**config.mk**
```make
export PLATFORM = sky130hd
export DESIGN_NAME = ama_riscv_flow_ctrl
export DESIGN_NICKNAME = d
export VERILOG_FILES = /design/src/rtl/ama_riscv_flow_ctrl.sv
export SDC_FILE = /design/constraint.sdc
export NUM_CORES = 1
export LEC_CHECK = 0
export ABC_AREA = 1
export CAP_MARGIN = 20
export CORE_MARGIN = 2
export CORE_UTILIZATION = 10
export DETAILED_ROUTE_END_ITERATION = 8
export GPL_TIMING_DRIVEN = 0
export PLACE_DENSITY = 0.83
export SYNTH_ARGS = -nofsm -noshare
export SYNTH_HDL_FRONTEND = slang
export SYNTH_SLANG_ARGS = --single-unit
```
**constraint.sdc**
```tcl
create_clock -name clk -period 1.5 [get_ports clk]
set_input_delay 0.15 -clock clk [delete_from_list [all_inputs] [get_ports clk]]
set_output_delay 0.15 -clock clk [all_outputs]
set_load 0.01 [all_outputs]
```
**src/rtl/ama_riscv_flow_ctrl.sv**
```systemverilog
// ama_riscv_flow_ctrl: branch/jump prediction at ID, resolution at EX, PC select, stage flushes and reset clear sequence
//   in : clk, rst (sync, active-high), inst_id, inst_ex, pc_id (BHT read index), pc_ex (BHT update index),
//        bc_a_eq_b, bc_a_lt_b (EX branch compare, signedness already applied)
//   out: pc_sel (0 INC4, 1 ALU, 2 BP target, 3 START_ADDR, 4 EX_INC4), pc_we, bp_taken_id,
//        clear_if/id/ex/mem, mispredict, rst_seq_done
//   AMA_RISCV_BHT_EN: when defined, adds a table of 2-bit saturating counters; otherwise prediction is static not-taken
module ama_riscv_flow_ctrl #(
    parameter int XLEN        = 32,
    parameter int BHT_ENTRIES = 64,
    parameter int PC_IDX_LSB  = 2
) (
    input  logic            clk,
    input  logic            rst,
    input  logic [31:0]     inst_id,
    input  logic [31:0]     inst_ex,
    input  logic [XLEN-1:0] pc_id,
    input  logic [XLEN-1:0] pc_ex,
    input  logic            bc_a_eq_b,
    input  logic            bc_a_lt_b,
    output logic [2:0]      pc_sel,
    output logic            pc_we,
    output logic            bp_taken_id,
    output logic            clear_if,
    output logic            clear_id,
    output logic            clear_ex,
    output logic            clear_mem,
    output logic            mispredict,
    output logic            rst_seq_done
);
    logic [2:0] rs;
    logic       branch_ex, jump_ex, pred_ex;
    logic       branch_id, jump_id, pred_raw, taken, settled;
    logic       unused_bits;

    assign branch_id = inst_id[6:0] == 7'b1100011;
    assign jump_id   = inst_id[6:0] == 7'b1100111 || inst_id[6:0] == 7'b1101111;
    assign settled   = rs == 3'b000;
    // funct3 {bit2, bit0}: 00 BEQ, 01 BNE, 10 BLT/BLTU, 11 BGE/BGEU
    assign taken = inst_ex[14] ? (inst_ex[12] ? (bc_a_eq_b | !bc_a_lt_b) : bc_a_lt_b)
                               : (inst_ex[12] ? !bc_a_eq_b : bc_a_eq_b);

    assign mispredict   = !rst && settled && (jump_ex || (branch_ex && taken != pred_ex));
    assign bp_taken_id  = !rst && settled && !mispredict && branch_id && pred_raw;
    assign pc_sel       = rst ? 3'd3 : mispredict ? ((jump_ex || taken) ? 3'd1 : 3'd4) : bp_taken_id ? 3'd2 : 3'd0;
    assign pc_we        = 1'b1;
    assign clear_if     = rst | mispredict;
    assign clear_id     = rst | rs[0] | mispredict;
    assign clear_ex     = rst | rs[1];
    assign clear_mem    = rst | rs[2];
    assign rst_seq_done = settled & !rst;
    assign unused_bits  = ^{inst_id[31:7], inst_ex[31:15], inst_ex[11:0], pc_id, pc_ex};

    // Clear bits drain from the ID end first, so ID/EX/MEM release 1/2/3 cycles after rst
    always_ff @(posedge clk) begin
        rs        <= rst ? 3'b111 : {rs[1:0], 1'b0};
        branch_ex <= !(rst || mispredict) && branch_id;
        jump_ex   <= !(rst || mispredict) && jump_id;
        pred_ex   <= bp_taken_id;
    end

`ifdef AMA_RISCV_BHT_EN
    localparam int IW = $clog2(BHT_ENTRIES);
    logic [1:0]    bht [BHT_ENTRIES];
    logic [IW-1:0] rd_idx, wr_idx;

    assign rd_idx   = pc_id[PC_IDX_LSB +: IW];
    assign wr_idx   = pc_ex[PC_IDX_LSB +: IW];
    assign pred_raw = bht[rd_idx][1];

    // Read above sees the pre-update value when ID and EX hit the same entry
    always_ff @(posedge clk) begin
        if (rst)
            for (int i = 0; i < BHT_ENTRIES; i++) bht[i] <= 2'b01;
        else if (branch_ex && settled)
            bht[wr_idx] <= taken ? bht[wr_idx] + {1'b0, bht[wr_idx] != 2'b11}
                                 : bht[wr_idx] - {1'b0, bht[wr_idx] != 2'b00};
    end
`else
    localparam int unused_cfg = PC_IDX_LSB + BHT_ENTRIES;
    assign pred_raw = 1'b0;
`endif
endmodule
```
==> results of run 1 <==
==> area by class of cell <==
class / instances / area [um^2]
Sequential cell: 5 / 100
Clock buffer: 4 / 26.3
Buffer: 4 / 30.0
Timing Repair Buffer: 22 / 195
Multi-Input combinational cell: 30 / 150
Tap cell: 31 / 38.8
Inverter: 8 / 30.0
Fill cell: 334 / 2230
==> cells in the final DEF, fill, tap and decap left out, drive strengths merged <==
cell and count:
nand3 3, inv 8, nor2 5, clkbuf 4, buf 9, nor3 1
nand4 1, clkdlybuf4s50 11, nand2 17, dfxtp 5, clkdlybuf4s15 1, conb 3
dlygate4sd2 5
==> worst max path at each step <==
stage / startpoint / endpoint / slack [ps] / cells after the start
floorplan: rs[0] / clear_id / 570 / 5
global placement: rst / pc_sel[0] / -400 / 7
detailed placement: rst / pc_sel[0] / -410 / 7
CTS: rs[0] / pc_sel[0] / 10 / 6
global route: rs[2] / mispredict / 1 / 6
finish: rs[0] / mispredict / 110 / 6
==> flip-flops by register name, indices dropped and copies added, names as in the netlist <==
register / count
branch_ex: 1
rs: 3
jump_ex: 1
==> worst max-delay path, cell delays in order, from the launching register on <==
cell and delay [ps]:
dfxtp_1 290, inv_1 90, nand4_1 130, nor2_2 150, nand2_4 80, inv_1 50
clkdlybuf4s15_2 210
==> metrics by stage <==
step / hold slack, ps / TNS, ps / cell area (um^2) / total power, mW
global route: 203 / 0 / 571 / 0.409
detailed placement: 427 / -1790 / 544 / 0.231
global placement: 423 / -1710 / 544 / 0.231
floorplan: 178 / 0 / 305 / 0.180
CTS: 195 / 0 / 582 / 0.388
finish: 199 / 0 / 571 / 0.378
==> layer usage <==
metal	GRT usage (%)	up-vias
li1	-	181
met1	3.59	140
met2	7.46	16
met3	1.98	2
met4	2.92	0
met5	0	-
==> power breakdown <==
group | switching, mW | internal, mW
clock network | 0.0538 | 0.100
logic | 0.0353 | 0.0503
registers | 0.000959 | 0.138
==> logic make-up (layout without fill, tap and decap cells) <==
kind of cell | Yosys count | after routing
DFF | 5 | 5
buffers and inverters | 12 | 38
and+or+nand+nor | 27 | 27
other | 2 | 3
==> repair_timing <==
action | in CTS | in global routing
setup endpoints to repair | 7 | 4
pin swaps | 2 | 3
setup buffers | 1 | 1
hold buffers | 0 | 0
resized for setup | 18 | 3
==> results.ini, run 1 <==
[logic_synthesis]
ys_types = 14
synth-compound-area-share_pct = 0
synth_most_common_cell = nand2_1
synth_area_leaders = dfxtp_1 33%, nand2_1 17%, buf_4 10%
ys_ff_latch = 5
synth-xor-area-share_pct = 0
synth_top_area_cell = dfxtp_1
yosys.area_share.adder_pct = 0
seq_area_frac_synth_pct = 33.2
synth_mux_area_share_pct = 0
yosysTopAreaCellShare_pct = 33.2
yosysWarnings = 0
async_reset_ff_share_pct = 0
synthCells = 46
synthFlopType = dfxtp_1
syn_area_um2 = 302
syn_area_per_cell_um2 = 6.56
synth_edf_count = 0
yosys.area_share.simple_pct = 44.4
synth_top_cells_by_count = 14 x nand2_1, 7 x inv_1, 5 x dfxtp_1
synth_top_family_by_area = simple AND/OR/NAND/NOR gates

[power]
vdd_drop_max_uv = 339
power.leakage_nw = 0.292
pwr_density_cell_mw_per_mm2 = 663

[clock_tree]
cts_inserted_buffers = 3
clkLatencyLatePin_ps = 240
ctsRootBufferMaster = clkbuf_4
cts_tree = done
htree_levels = 1
clkTransAtPathRegs_ps = 40
clock-sinks = 5
cts.path.max_buffers = 2

[layout]
area_growth_pct = 89.2
n_antenna_cell = 0
drive_above_1_share_pct = 28.8
final_nets = 206
final_cells = 104
utilization_pct = 20.3

[worst_setup_path]
end_kind = output pin
r2r-start = rs[0]
cp_max_fo = 4
rr_endpoint = jump_ex
rrSetupSlack_ps = 560
required_ps = 1350
crit_type = reg -> out
reg2reg_depth = 6
startpoint_type = flop
critPathArrivalTime_ps = 1240

[sta]
hold_violations = 0
rsz0062_at_grt = no
slew_viol_final = 0
max_freq_mhz = 720
finalClockSkew_ps = 1.64
min_period_over_period_pct = 92.5
setup_viol = 0
timing.final.crit_period_ps = 1390
worst_slack_ps = 112

[detailed_routing]
wl_met1_um = 227
routed_via_density = 3.26
routed_wl_um = 623
ant_nets = 0
wl_met3_um = 52
top_layer = met4
drt-initial-drc-count = 2
drc = 0
wl_met2_um = 336
drt_pass1_iterations = 2
vias = 339
avgRoutedWirePerCell_um = 5.99

[grt]
antenna_found_initial = 0
grt_overflow = 0
grt_max_degree = 8
track_usage_pct = 4.17
first_global_vias = 307
grt_pass1_wl_um = 1080

[die]
die_w_um = 58.9
row_count = 19
io_pins = 143
chipHeight_um = 58.9
start_util_pct = 10.7
die_area_mm2 = 0.00347
coreArea_mm2 = 0.00281

[place]
dp_slack_ps = -406
gp_congestion = 0.623
dp_cells = 98
dp_hpwl_um = 535
port_buffers = 20

[run_status]
status = completed

[job]
cap_viol_max_count = 0

[worst_hold_path]
hp-start = rst
hold_class = in -> reg
hold_end = rs[0]
hold_depth = 1

(Power assumes the default switching activity.)
==> run 2, diff against run 1 <==
- TNS_END_PERCENT: default -> 5
==> run 2 against run 1 <==
First-iteration DRC count decreased by 50%. Utilization decreased by 0.089 points. Combinational power increased by 1%. Register-to-register slack got worse by 30 ps.
==> results.ini, run 2 (synthesis gave the netlist of run 1 again) <==
[worst_setup_path]
crit_chain = inv_1 -> nand4_1 -> nor2_2 -> nand2_4 -> nand2_4 -> clkbuf_2
rrSetupSlack_ps = 530  ; -30 ps
required_ps = 1350  ; about the same
cp_slowest_stage_delay_ps = 290  ; about the same
critPathArrivalTime_ps = 1210  ; -30 ps
end_kind = output pin
cp_top_family = simple AND/OR/NAND/NOR gates
cp_max_fo = 4  ; unchanged
reg2reg_depth = 6  ; unchanged
cpMaxStageDelayCell = dfxtp_1
r2r-start = rs[0]
crit_type = reg -> out
crit_buf_inv = 2  ; -1
startpoint_type = flop
crit_top_cell = nand2_4
rr_endpoint = jump_ex

[worst_hold_path]
hold_class = in -> reg
hold_end = rs[0]
hold_depth = 1  ; unchanged
hp-start = rst

[clock_tree]
holdBufCountCts = 0  ; unchanged
cts.path.max_buffers = 2  ; unchanged
ctsRootBufferMaster = clkbuf_4
clkTransAtPathRegs_ps = 40  ; about the same
cts_tree = done
htree_levels = 1  ; unchanged
cts_inserted_buffers = 3  ; unchanged
clkLatencyLatePin_ps = 240  ; about the same
clock-sinks = 5  ; unchanged

[sta]
hold_violations = 0  ; unchanged
finalClockSkew_ps = 1.28  ; -0.359 ps
finalHoldWorstSlack_ps = 92.7  ; -106 ps
slew_viol_final = 0  ; unchanged
min_period_over_period_pct = 90.4  ; -2.2 points
setup_viol = 0  ; unchanged
rsz0062_at_grt = no
worst_slack_ps = 144  ; +32.4 ps
timing.final.crit_period_ps = 1360  ; -32.4 ps
max_freq_mhz = 738  ; +2.4%

[grt]
track_usage_pct = 4.17  ; unchanged
antenna_found_initial = 0  ; unchanged
grt_pass1_wl_um = 1080  ; unchanged
met3_usage_pct = 1.98  ; unchanged
grt_max_degree = 8  ; unchanged
grt_use_met2_pct = 7.46  ; unchanged
first_global_vias = 307  ; unchanged
met1_usage_pct = 3.59  ; unchanged
busiest_layer = met2
grt_overflow = 0  ; unchanged

[layout]
area_growth_pct = 88.4
largest_register_ff_count = 3  ; unchanged
layout_common_cells = 14 x nand2_1, 11 x clkdlybuf4s50_1, 7 x inv_1, 6 x buf_4, 5 x dfxtp_1
final_cells = 104  ; unchanged
top_register = rs
n_antenna_cell = 0  ; unchanged
final_common_cell = nand2_1
top_regs = rs (3), branch_ex (1), jump_ex (1)
drive_above_1_share_pct = 28.8  ; unchanged
final_nets = 206  ; unchanged

[detailed_routing]
routed_wl_um = 629  ; +0.96%
drc = 0  ; unchanged
drt_pass1_iterations = 2  ; unchanged
drt-initial-drc-count = 1  ; -1
avgRoutedWirePerCell_um = 6.05  ; +0.96%
routed_via_density = 3.28  ; +0.59%
vias = 341  ; +0.59%
ant_nets = 0  ; unchanged

[place]
gp_congestion = 0.623  ; unchanged
dp_cells = 98  ; unchanged
port_buffers = 20  ; unchanged
dp_hpwl_um = 535  ; unchanged
dp_slack_ps = -406  ; unchanged

[job]
cap_viol_max_count = 0  ; unchanged

[power]
p_switching_mw = 0.0900  ; about the same
intPower_mw = 0.289  ; +0.18%
combPwrFrac_pct = 22.8  ; +0.2 points
swShare_pct = 23.8  ; -0.029 points
vdd_drop_max_uv = 339  ; about the same
seq_power_share_pct = 36.6  ; about the same
power.leakage_nw = 0.302  ; +3.4%
pwr_density_cell_mw_per_mm2 = 667  ; +0.58%
p_clk_share_pct = 40.6  ; -0.2 points

[die]
die_area_mm2 = 0.00347  ; unchanged
chipHeight_um = 58.9  ; unchanged
row_count = 19  ; unchanged
coreArea_mm2 = 0.00281  ; unchanged
die_w_um = 58.9  ; unchanged
start_util_pct = 10.7  ; unchanged
io_pins = 143  ; unchanged

[run_status]
status = completed

run 2: cell types whose count changed in the layout (fill, tap and decap cells not counted), sizes merged:
| cell | change |
|---|---|
| clkdlybuf4s15 | -1 |
| dlygate4sd2 | -1 |
| dlymetal6s2s | +1 |
| buf | -3 |
| clkbuf | +4 |
run 2: area by class of cell:
class                   count  area (um^2)
plain buffers               4         30.0
clock buffers               4         26.3
fillers                   329         2240
inverters                   8         30.0
multi-input cells          30          150
flip-flops and latches      5          100
well taps                  31         38.8
repair buffers             22          193
run 2: per-stage QoR:
step | util (%) | power [mW] | setup TNS, ps | cell area (um^2)
after floorplan | - | 0.180 | 0 | 305
after detailed placement | 19.4 | 0.231 | -1790 | 544
after CTS | 20.5 | 0.387 | -68.0 | 576
final | 20.2 | 0.379 | 0 | 568
after global placement | 19.4 | 0.231 | -1710 | 544
after global routing | 20.2 | 0.410 | 0 | 568
run 2: power by group through the flow:
stage	registers, mW	logic (mW)	clock network, mW
after floorplan	0.141	0.0390	0
after global placement	0.141	0.0897	0
after detailed placement	0.141	0.0902	0
after CTS	0.139	0.0888	0.160
after global routing	0.139	0.0956	0.175
final	0.139	0.0865	0.154
run 2: how the worst max path moves through the flow:
stage               startpoint  depth (start not counted)  slack [ps]        end
CTS                        rst                          7         -40  pc_sel[0]
global route             rs[2]                          6          20   clear_id
detailed placement         rst                          7        -410  pc_sel[0]
global placement           rst                          7        -400  pc_sel[0]
floorplan                rs[0]                          5         570   clear_id
finish                   rs[0]                          6         140  pc_sel[0]
run 2: repair_timing:
item,4_1_cts,5_1_grt
pin swaps,0,2
hold endpoints to repair,0,0
cloned,0,0
buffers inserted,1,1
endpoints found under the setup margin,7,4
resized for setup,11,7
run 2: routing by layer:
layer  share of wire (%)  vias to the layer above  routed length, um
li1                    -                      181                  -
met1                  37                      142                234
met2                  53                       16                334
met3                 8.3                        2                 52
met4                 1.1                        0                  7
met5                   0                        -                  0
